### src/rtl/sdcmd_resp_if.sv
// SD CMD responder bus: host-side line signals plus the user command/response handshake.
interface sdcmd_resp_if;
  logic        sdclk;
  logic        sdcmd_in;
  logic        sdcmd_out;
  logic        sdcmd_oe;
  logic        busy;
  logic        cmd_valid;
  logic [5:0]  cmd;
  logic [31:0] arg;
  logic        crc_err;
  logic        resp_start;
  logic [5:0]  resp_cmd;
  logic [31:0] resp_arg;
  logic        resp_done;
  logic        resp_timeout;

  // Responder side.
  modport slave (
    input  sdclk, sdcmd_in, resp_start, resp_cmd, resp_arg,
    output sdcmd_out, sdcmd_oe, busy, cmd_valid, cmd, arg, crc_err, resp_done, resp_timeout
  );

  // Host model / user logic side.
  modport master (
    output sdclk, sdcmd_in, resp_start, resp_cmd, resp_arg,
    input  sdcmd_out, sdcmd_oe, busy, cmd_valid, cmd, arg, crc_err, resp_done, resp_timeout
  );
endinterface

### src/rtl/sdcmd_resp.sv
// Card-side SD CMD responder: oversamples sdclk/sdcmd, deframes 48-bit commands,
// hands cmd/arg to user logic and serialises a 48-bit response with CRC7.
// Optional feature macro: SDCMD_RESP_CRC_CHECK_EN (drop frames with a bad CRC7).
module sdcmd_resp #(
  parameter int NCR_CYCLES   = 2,
  parameter int RESP_TIMEOUT = 64
) (
  input logic        clk,
  input logic        rstn,
  sdcmd_resp_if.slave bus
);
  localparam logic [2:0] S_IDLE  = 3'd0;
  localparam logic [2:0] S_RX    = 3'd1;
  localparam logic [2:0] S_CHECK = 3'd2;
  localparam logic [2:0] S_WAIT  = 3'd3;
  localparam logic [2:0] S_NCR   = 3'd4;
  localparam logic [2:0] S_TX    = 3'd5;
  localparam logic [2:0] S_END   = 3'd6;

  localparam logic [7:0] TMO_LAST = 8'(RESP_TIMEOUT - 1);
  localparam logic [6:0] NCR_LAST = 7'(NCR_CYCLES - 1);

  function automatic logic [6:0] f_crc7(input logic [6:0] c, input logic b);
    logic fb;
    fb = b ^ c[6];
    return {c[5:0], 1'b0} ^ (fb ? 7'h09 : 7'h00);
  endfunction

  logic [1:0]  r_sclk_s, r_cmd_s;
  logic        r_sclk_d;
  logic        w_rise, w_fall, w_cmd, w_crc_bad;
  logic [2:0]  r_state;
  logic [5:0]  r_bcnt;
  logic [46:0] r_sh;
  logic [6:0]  r_crc;
  logic [7:0]  r_tcnt;
  logic [6:0]  r_ncnt;
  logic [38:0] r_rsp;
  logic        r_out, r_oe, r_busy, r_cv, r_cerr, r_done, r_tmo;
  logic [5:0]  r_cmd;
  logic [31:0] r_arg;

  assign w_rise    = r_sclk_s[1] & ~r_sclk_d;
  assign w_fall    = ~r_sclk_s[1] & r_sclk_d;
  assign w_cmd     = r_cmd_s[1];
  assign w_crc_bad = (r_sh[7:1] != r_crc);

  // Two-flop synchronisers for the host clock and CMD line; idle-high reset avoids a false start.
  always_ff @(posedge clk or negedge rstn) begin
    if (!rstn) begin
      r_sclk_s <= 2'b11;
      r_cmd_s  <= 2'b11;
      r_sclk_d <= 1'b1;
    end else begin
      r_sclk_s <= {r_sclk_s[0], bus.sdclk};
      r_cmd_s  <= {r_cmd_s[0], bus.sdcmd_in};
      r_sclk_d <= r_sclk_s[1];
    end
  end

  // Receive / wait / respond state machine; samples on sdclk rise, drives on sdclk fall.
  always_ff @(posedge clk or negedge rstn) begin
    if (!rstn) begin
      r_state <= S_IDLE;
      r_bcnt  <= '0;
      r_sh    <= '0;
      r_crc   <= '0;
      r_tcnt  <= '0;
      r_ncnt  <= '0;
      r_rsp   <= '0;
      r_out   <= 1'b1;
      r_oe    <= 1'b0;
      r_busy  <= 1'b0;
      r_cv    <= 1'b0;
      r_cerr  <= 1'b0;
      r_done  <= 1'b0;
      r_tmo   <= 1'b0;
      r_cmd   <= '0;
      r_arg   <= '0;
    end else begin
      r_cv   <= 1'b0;
      r_cerr <= 1'b0;
      r_done <= 1'b0;
      r_tmo  <= 1'b0;
      case (r_state)
        S_IDLE: if (w_rise && !w_cmd) begin
          // Start bit is a 0 into a zero CRC, so the CRC stays at its init value.
          r_state <= S_RX;
          r_busy  <= 1'b1;
          r_bcnt  <= 6'd46;
          r_crc   <= '0;
        end
        S_RX: if (w_rise) begin
          r_sh <= {r_sh[45:0], w_cmd};
          if (r_bcnt >= 6'd8) r_crc <= f_crc7(r_crc, w_cmd);
          if (r_bcnt == 6'd0) r_state <= S_CHECK;
          else                r_bcnt  <= r_bcnt - 6'd1;
        end
        S_CHECK: begin
          r_tcnt <= '0;
          r_ncnt <= '0;
          if (!r_sh[46] || !r_sh[0]) begin
            r_state <= S_IDLE;
            r_busy  <= 1'b0;
          end
`ifdef SDCMD_RESP_CRC_CHECK_EN
          else if (w_crc_bad) begin
            r_cerr  <= 1'b1;
            r_state <= S_IDLE;
            r_busy  <= 1'b0;
          end
`endif
          else begin
            r_cv    <= 1'b1;
            r_cerr  <= w_crc_bad;
            r_cmd   <= r_sh[45:40];
            r_arg   <= r_sh[39:8];
            r_state <= S_WAIT;
          end
        end
        S_WAIT: begin
          // Falls seen while waiting still count toward the Ncr window.
          if (w_fall && r_ncnt != 7'h7f) r_ncnt <= r_ncnt + 7'd1;
          if (bus.resp_start) begin
            r_rsp   <= {1'b0, bus.resp_cmd, bus.resp_arg};
            r_state <= S_NCR;
          end else if (w_rise) begin
            if (r_tcnt == TMO_LAST) begin
              r_tmo   <= 1'b1;
              r_busy  <= 1'b0;
              r_state <= S_IDLE;
            end else begin
              r_tcnt <= r_tcnt + 8'd1;
            end
          end
        end
        S_NCR: if (w_fall) begin
          // A late reply satisfies this immediately and starts on the next fall.
          if (r_ncnt >= NCR_LAST) begin
            r_oe    <= 1'b1;
            r_out   <= 1'b0;
            r_bcnt  <= 6'd46;
            r_crc   <= '0;
            r_state <= S_TX;
          end else begin
            r_ncnt <= r_ncnt + 7'd1;
          end
        end
        S_TX: if (w_fall) begin
          if (r_bcnt >= 6'd8) begin
            r_out  <= r_rsp[38];
            r_crc  <= f_crc7(r_crc, r_rsp[38]);
            r_rsp  <= {r_rsp[37:0], 1'b0};
            r_bcnt <= r_bcnt - 6'd1;
          end else if (r_bcnt != 6'd0) begin
            r_out  <= r_crc[6];
            r_crc  <= {r_crc[5:0], 1'b0};
            r_bcnt <= r_bcnt - 6'd1;
          end else begin
            r_out   <= 1'b1;
            r_state <= S_END;
          end
        end
        S_END: if (w_fall) begin
          r_oe    <= 1'b0;
          r_out   <= 1'b1;
          r_done  <= 1'b1;
          r_busy  <= 1'b0;
          r_state <= S_IDLE;
        end
        default: r_state <= S_IDLE;
      endcase
    end
  end

  assign bus.sdcmd_out    = r_out;
  assign bus.sdcmd_oe     = r_oe;
  assign bus.busy         = r_busy;
  assign bus.cmd_valid    = r_cv;
  assign bus.cmd          = r_cmd;
  assign bus.arg          = r_arg;
  assign bus.crc_err      = r_cerr;
  assign bus.resp_done    = r_done;
  assign bus.resp_timeout = r_tmo;
endmodule
### src/flat_wrapper.sv
// flat-port wrapper written by rule: the top's interface ports become plain ports
module sdcmd_resp_flat 
#(
  parameter int NCR_CYCLES   = 2,
  parameter int RESP_TIMEOUT = 64
)
  (clk, rstn, bus_sdclk, bus_sdcmd_in, bus_resp_start, bus_resp_cmd, bus_resp_arg, bus_sdcmd_out, bus_sdcmd_oe, bus_busy, bus_cmd_valid, bus_cmd, bus_arg, bus_crc_err, bus_resp_done, bus_resp_timeout);
  sdcmd_resp_if bus_i ();
  input logic clk;
  input logic rstn;
  input wire logic [$bits(bus_i.sdclk)-1:0] bus_sdclk;
  input wire logic [$bits(bus_i.sdcmd_in)-1:0] bus_sdcmd_in;
  input wire logic [$bits(bus_i.resp_start)-1:0] bus_resp_start;
  input wire logic [$bits(bus_i.resp_cmd)-1:0] bus_resp_cmd;
  input wire logic [$bits(bus_i.resp_arg)-1:0] bus_resp_arg;
  output wire logic [$bits(bus_i.sdcmd_out)-1:0] bus_sdcmd_out;
  output wire logic [$bits(bus_i.sdcmd_oe)-1:0] bus_sdcmd_oe;
  output wire logic [$bits(bus_i.busy)-1:0] bus_busy;
  output wire logic [$bits(bus_i.cmd_valid)-1:0] bus_cmd_valid;
  output wire logic [$bits(bus_i.cmd)-1:0] bus_cmd;
  output wire logic [$bits(bus_i.arg)-1:0] bus_arg;
  output wire logic [$bits(bus_i.crc_err)-1:0] bus_crc_err;
  output wire logic [$bits(bus_i.resp_done)-1:0] bus_resp_done;
  output wire logic [$bits(bus_i.resp_timeout)-1:0] bus_resp_timeout;
  assign bus_i.sdclk = bus_sdclk;
  assign bus_i.sdcmd_in = bus_sdcmd_in;
  assign bus_i.resp_start = bus_resp_start;
  assign bus_i.resp_cmd = bus_resp_cmd;
  assign bus_i.resp_arg = bus_resp_arg;
  assign bus_sdcmd_out = bus_i.sdcmd_out;
  assign bus_sdcmd_oe = bus_i.sdcmd_oe;
  assign bus_busy = bus_i.busy;
  assign bus_cmd_valid = bus_i.cmd_valid;
  assign bus_cmd = bus_i.cmd;
  assign bus_arg = bus_i.arg;
  assign bus_crc_err = bus_i.crc_err;
  assign bus_resp_done = bus_i.resp_done;
  assign bus_resp_timeout = bus_i.resp_timeout;
  sdcmd_resp #(.NCR_CYCLES(NCR_CYCLES), .RESP_TIMEOUT(RESP_TIMEOUT)) u_core (.clk(clk), .rstn(rstn), .bus(bus_i));
endmodule
### config.mk
export PLATFORM = sky130hd
export DESIGN_NAME = sdcmd_resp_flat
export DESIGN_NICKNAME = d
export VERILOG_FILES = /design/src/rtl/sdcmd_resp_if.sv /design/src/rtl/sdcmd_resp.sv /design/src/flat_wrapper.sv
export SDC_FILE = /design/constraint.sdc
export NUM_CORES = 1
export LEC_CHECK = 0
export BUFFER_PORTS_ARGS = -buffer_cell sky130_fd_sc_hd__buf_2
export CELL_PAD_IN_SITES_DETAIL_PLACEMENT = 1
export CELL_PAD_IN_SITES_GLOBAL_PLACEMENT = 1
export CORE_MARGIN = 3
export CORE_UTILIZATION = 49
export CTS_CLUSTER_DIAMETER = 120
export DETAILED_ROUTE_END_ITERATION = 8
export GPL_ROUTABILITY_DRIVEN = 0
export PLACE_DENSITY = 0.93
export SETUP_SLACK_MARGIN = 0.1
export SYNTH_ARGS = -nofsm -noshare
export SYNTH_HDL_FRONTEND = slang
export SYNTH_SLANG_ARGS = --single-unit
### constraint.sdc
create_clock -name clk -period 3.5 [get_ports clk]
set_input_delay 1.05 -clock clk [delete_from_list [all_inputs] [get_ports clk]]
set_output_delay 1.05 -clock clk [all_outputs]
set_load 0.1 [all_outputs]
==> impl_metrics.csv <==
group,metric,value,unit
outcome,outcome,"finished, final reports clean",
drt,dr_wl_met2,9310,µm
sta,tns,0,ns
global_routing,grt_antenna_before_repair,0,
synthesis,ys_ff_latch,167,
power,p_leak,4.52,nW
cells_and_area,nNetsFinal,819,
synthesis,synth_cell_type_count,54,
power,p_sw,2.15,mW
global_routing,overflow,0,
die,die_w,128,µm
sta,setup_viol_count_final,0,
critical_path,critPathBufInv,1,
clocking,cts_root_buf,"clkbuf_16",
drt,met1_length,7510,µm
cells_and_area,drive_gt1_frac,0.249,
sta,maxSlewHeadroom,0.511,
synthesis,yosysSeqAreaShare,0.570,
power,power_frac_seq,0.420,
synthesis,netlist_area,7340,µm²
die,start_util,0.503,
placement,io_buffer_count,87,
drt,dr.pass1.iters,4,
clocking,clock_path_buffers,2,
synthesis,syn_avg_cell_area,10.6,µm²
critical_path,crit_chain,"nand3b_1, or3_1, a21oi_4, buf_12, nor2_1, a21oi_1",
sta,worst_slew_pin_slew,0.727,ns
drt,wl,17900,µm
sta,slew_violations,0,
drt,drt_iter0_markers,263,
clocking,clock_latency,0.44,ns
critical_path,required,3.85,ns
drt,wl_per_cell,18.5,µm
clocking,cts_made_buffers,17,
clocking,cts_hold_buf,0,
power,p_per_area,737,nW/µm²
sta,timing.final.crit_period,2.63,ns
cells_and_area,mostFrequentLayoutCells,"161 x dfrtp_1, 136 x nand2_1, 86 x buf_2",
synthesis,synth.net_count,739,
clocking,cts_tree,"done",
run,drv_cap,0,
power,switching_share,0.339,
cells_and_area,final_common_cell,"dfrtp_1",
synthesis,synthCells,691,
drt,viasPerCell,5.64,
power,p_int,4.20,mW
drt,met3_length,755,µm
cells_and_area,area_growth,17.4,%
clocking,clock-sinks,167,
placement,place_ws,0.883,ns
critical_path,crit_arrival,2.97,ns
critical_path,endpoint_kind,"flip-flop",
critical_path,crit_family,"compound AO/OA/AOI/OAI gates",
synthesis,async_flop_share,1.00,
critical_path,cp_max_fo,50,
die,io_pins,88,
placement,dp_hpwl,11400,µm
drt,remaining_drc_errors,0,
sta,clock-skew-final,0.0125,ns
sta,finalCritPeriodShare,0.751,
hold_path,hold_path_class,"reg -> reg",
sta,hold_viol,0,
sta,max_freq,0.381,GHz
power,pwr-share-clk,0.334,
clocking,postCtsSetupBuffers,0,
sta,rsz0062_at_grt,"no",
global_routing,grt_pass1_vias,5932,
sta,setup_ws,0.873,ns
drt,drtAntennaViolNets,0,
critical_path,crit_path_top_delay_cell,"dfrtp_1",
die,die_h,128,µm
cells_and_area,antenna_cells,0,
clocking,postCtsResizedCells,0,
die,fp.coreArea,14600,µm²
critical_path,start_kind,"flip-flop",
die,rows,44,
drt,highest_layer,"met4",
critical_path,critPathKind,"reg -> reg",
die,die_area,16500,µm²
power,ir_drop,0.000388,V
global_routing,grt_pass1_wl,30000,µm
global_routing,grt_usage,0.228,
clocking,cts.reportedPaths.clkPinSlew,0.07,ns
critical_path,cpPeakStageDelay,0.71,ns
synthesis,synth_edf_count,0,
global_routing,grt_max_degree,76,
clocking,cts-htree-levels,4,
power,power.share.combinational,0.247,
drt,num_vias,5463,
synthesis,ys_warn_count,0,
synthesis,synthFlopType,"dfrtp_1",
logic make-up after synthesis:
logic type	count (synthesis)	synth area share
xor+xnor	13	0.0155
simple gates	259	0.156
compound gates	108	0.0871
mux	93	0.135
buf+inv	46	0.0278
flops	167	0.570
fa+ha+maj	5	0.00852
cell usage after synthesis (2+ instances only):
library cell    n  area share
nand2b_1        4      0.0034
buf_2          13      0.0089
mux2_2         48       0.074
o21ai_1         3      0.0020
or3_1           4      0.0034
or2_1           2      0.0017
nor2b_1         5      0.0043
o21ai_0        28       0.019
nand2_1       138       0.071
and3_1          2      0.0017
xnor2_1         7      0.0084
nand4_1         5      0.0043
inv_1           9      0.0046
xor2_1          6      0.0072
ha_1            5      0.0085
and4_1          3      0.0036
o31ai_1         4      0.0041
nand3_1        12      0.0082
a311o_1         2      0.0027
a211oi_1        4      0.0041
a21oi_1        47       0.032
clkbuf_1       20       0.010
nor3_1          4      0.0027
dfstp_2         6       0.021
and3b_1         2      0.0024
mux2i_1        45       0.061
nor4_1          5      0.0043
or2_2           2      0.0017
o31ai_2         3      0.0051
dfrtp_1       161        0.55
nand3b_1        3      0.0031
nor2_1         61       0.031
buf_6           2      0.0031
a31oi_1         6      0.0051
power groups by stage:
stage,Combinational [mW],Sequential (mW),Clock (mW)
2_1_floorplan,1.13,2.65,0
3_3_place_gp,1.43,2.63,0
3_5_place_dp,1.55,2.67,0
4_1_cts,1.58,2.66,2.15
5_1_grt,1.76,2.71,2.23
6_report,1.57,2.67,2.12
final cells by class:
type                       instances  area [µm²]
clock buffer                      18         439
clock inverter                    14         219
fill                            1575        5970
inverter                          10        37.5
multi-input combinational        478        2970
sequential                       167        4190
tap                              184         230
timing repair buffer              97         542
per-stage QoR:
stage	utilization	power, mW	instances	cell area [µm²]	hold WS, ns
floorplan	-	3.77	691	7340	0.345
global placement	0.546	4.06	936	7960	0.347
detailed placement	0.546	4.23	936	7960	0.351
CTS	0.591	6.40	968	8620	0.364
global route	0.591	6.71	968	8620	0.368
finish	0.591	6.35	968	8620	0.363
path summary, 6_finish.rpt:
check	depth (start not counted)	from	end	slack (ns)
worst max-delay path	6	u_core.r_state[2]$_DFFE_PN0P_	u_core.r_rsp[36]$_DFFE_PN0P_	0.87
worst min-delay path	0	u_core.r_cmd_s[0]$_DFF_PN1_	u_core.r_cmd_s[1]$_DFF_PN1_	0.36
worst max register to register	6	u_core.r_state[2]$_DFFE_PN0P_	u_core.r_rsp[36]$_DFFE_PN0P_	0.87
worst min register to register	0	u_core.r_cmd_s[0]$_DFF_PN1_	u_core.r_cmd_s[1]$_DFF_PN1_	0.36
max in group asynchronous	2	rstn	u_core.bus.arg[10]$_DFFE_PN0P_	2.06
min in group asynchronous	1	rstn	u_core.bus.arg[3]$_DFFE_PN0P_	0.63
metal layers:
layer  up-vias  GRT usage
li1       2540          -
met1      2789      0.275
met2       105      0.401
met3        29     0.0606
met4         0     0.0724
met5         -          0
flip-flops by register name, indices dropped and copies added (netlist names):
signal	cells
u_core.bus.resp_done	1
u_core.bus.crc_err	1
u_core.bus.resp_timeout	1
u_core.bus.sdcmd_out	1
u_core.bus.busy	1
u_core.r_ncnt	7
u_core.r_sclk_s	2
u_core.r_cmd_s	2
u_core.r_tcnt	8
u_core.r_sclk_d	1
u_core.bus.arg	32
u_core.r_crc	7
u_core.r_state	3
u_core.r_bcnt	6
u_core.bus.cmd	6
u_core.r_sh	47
u_core.r_rsp	39
u_core.bus.cmd_valid	1
u_core.bus.sdcmd_oe	1
(Power assumes the default switching activity.)
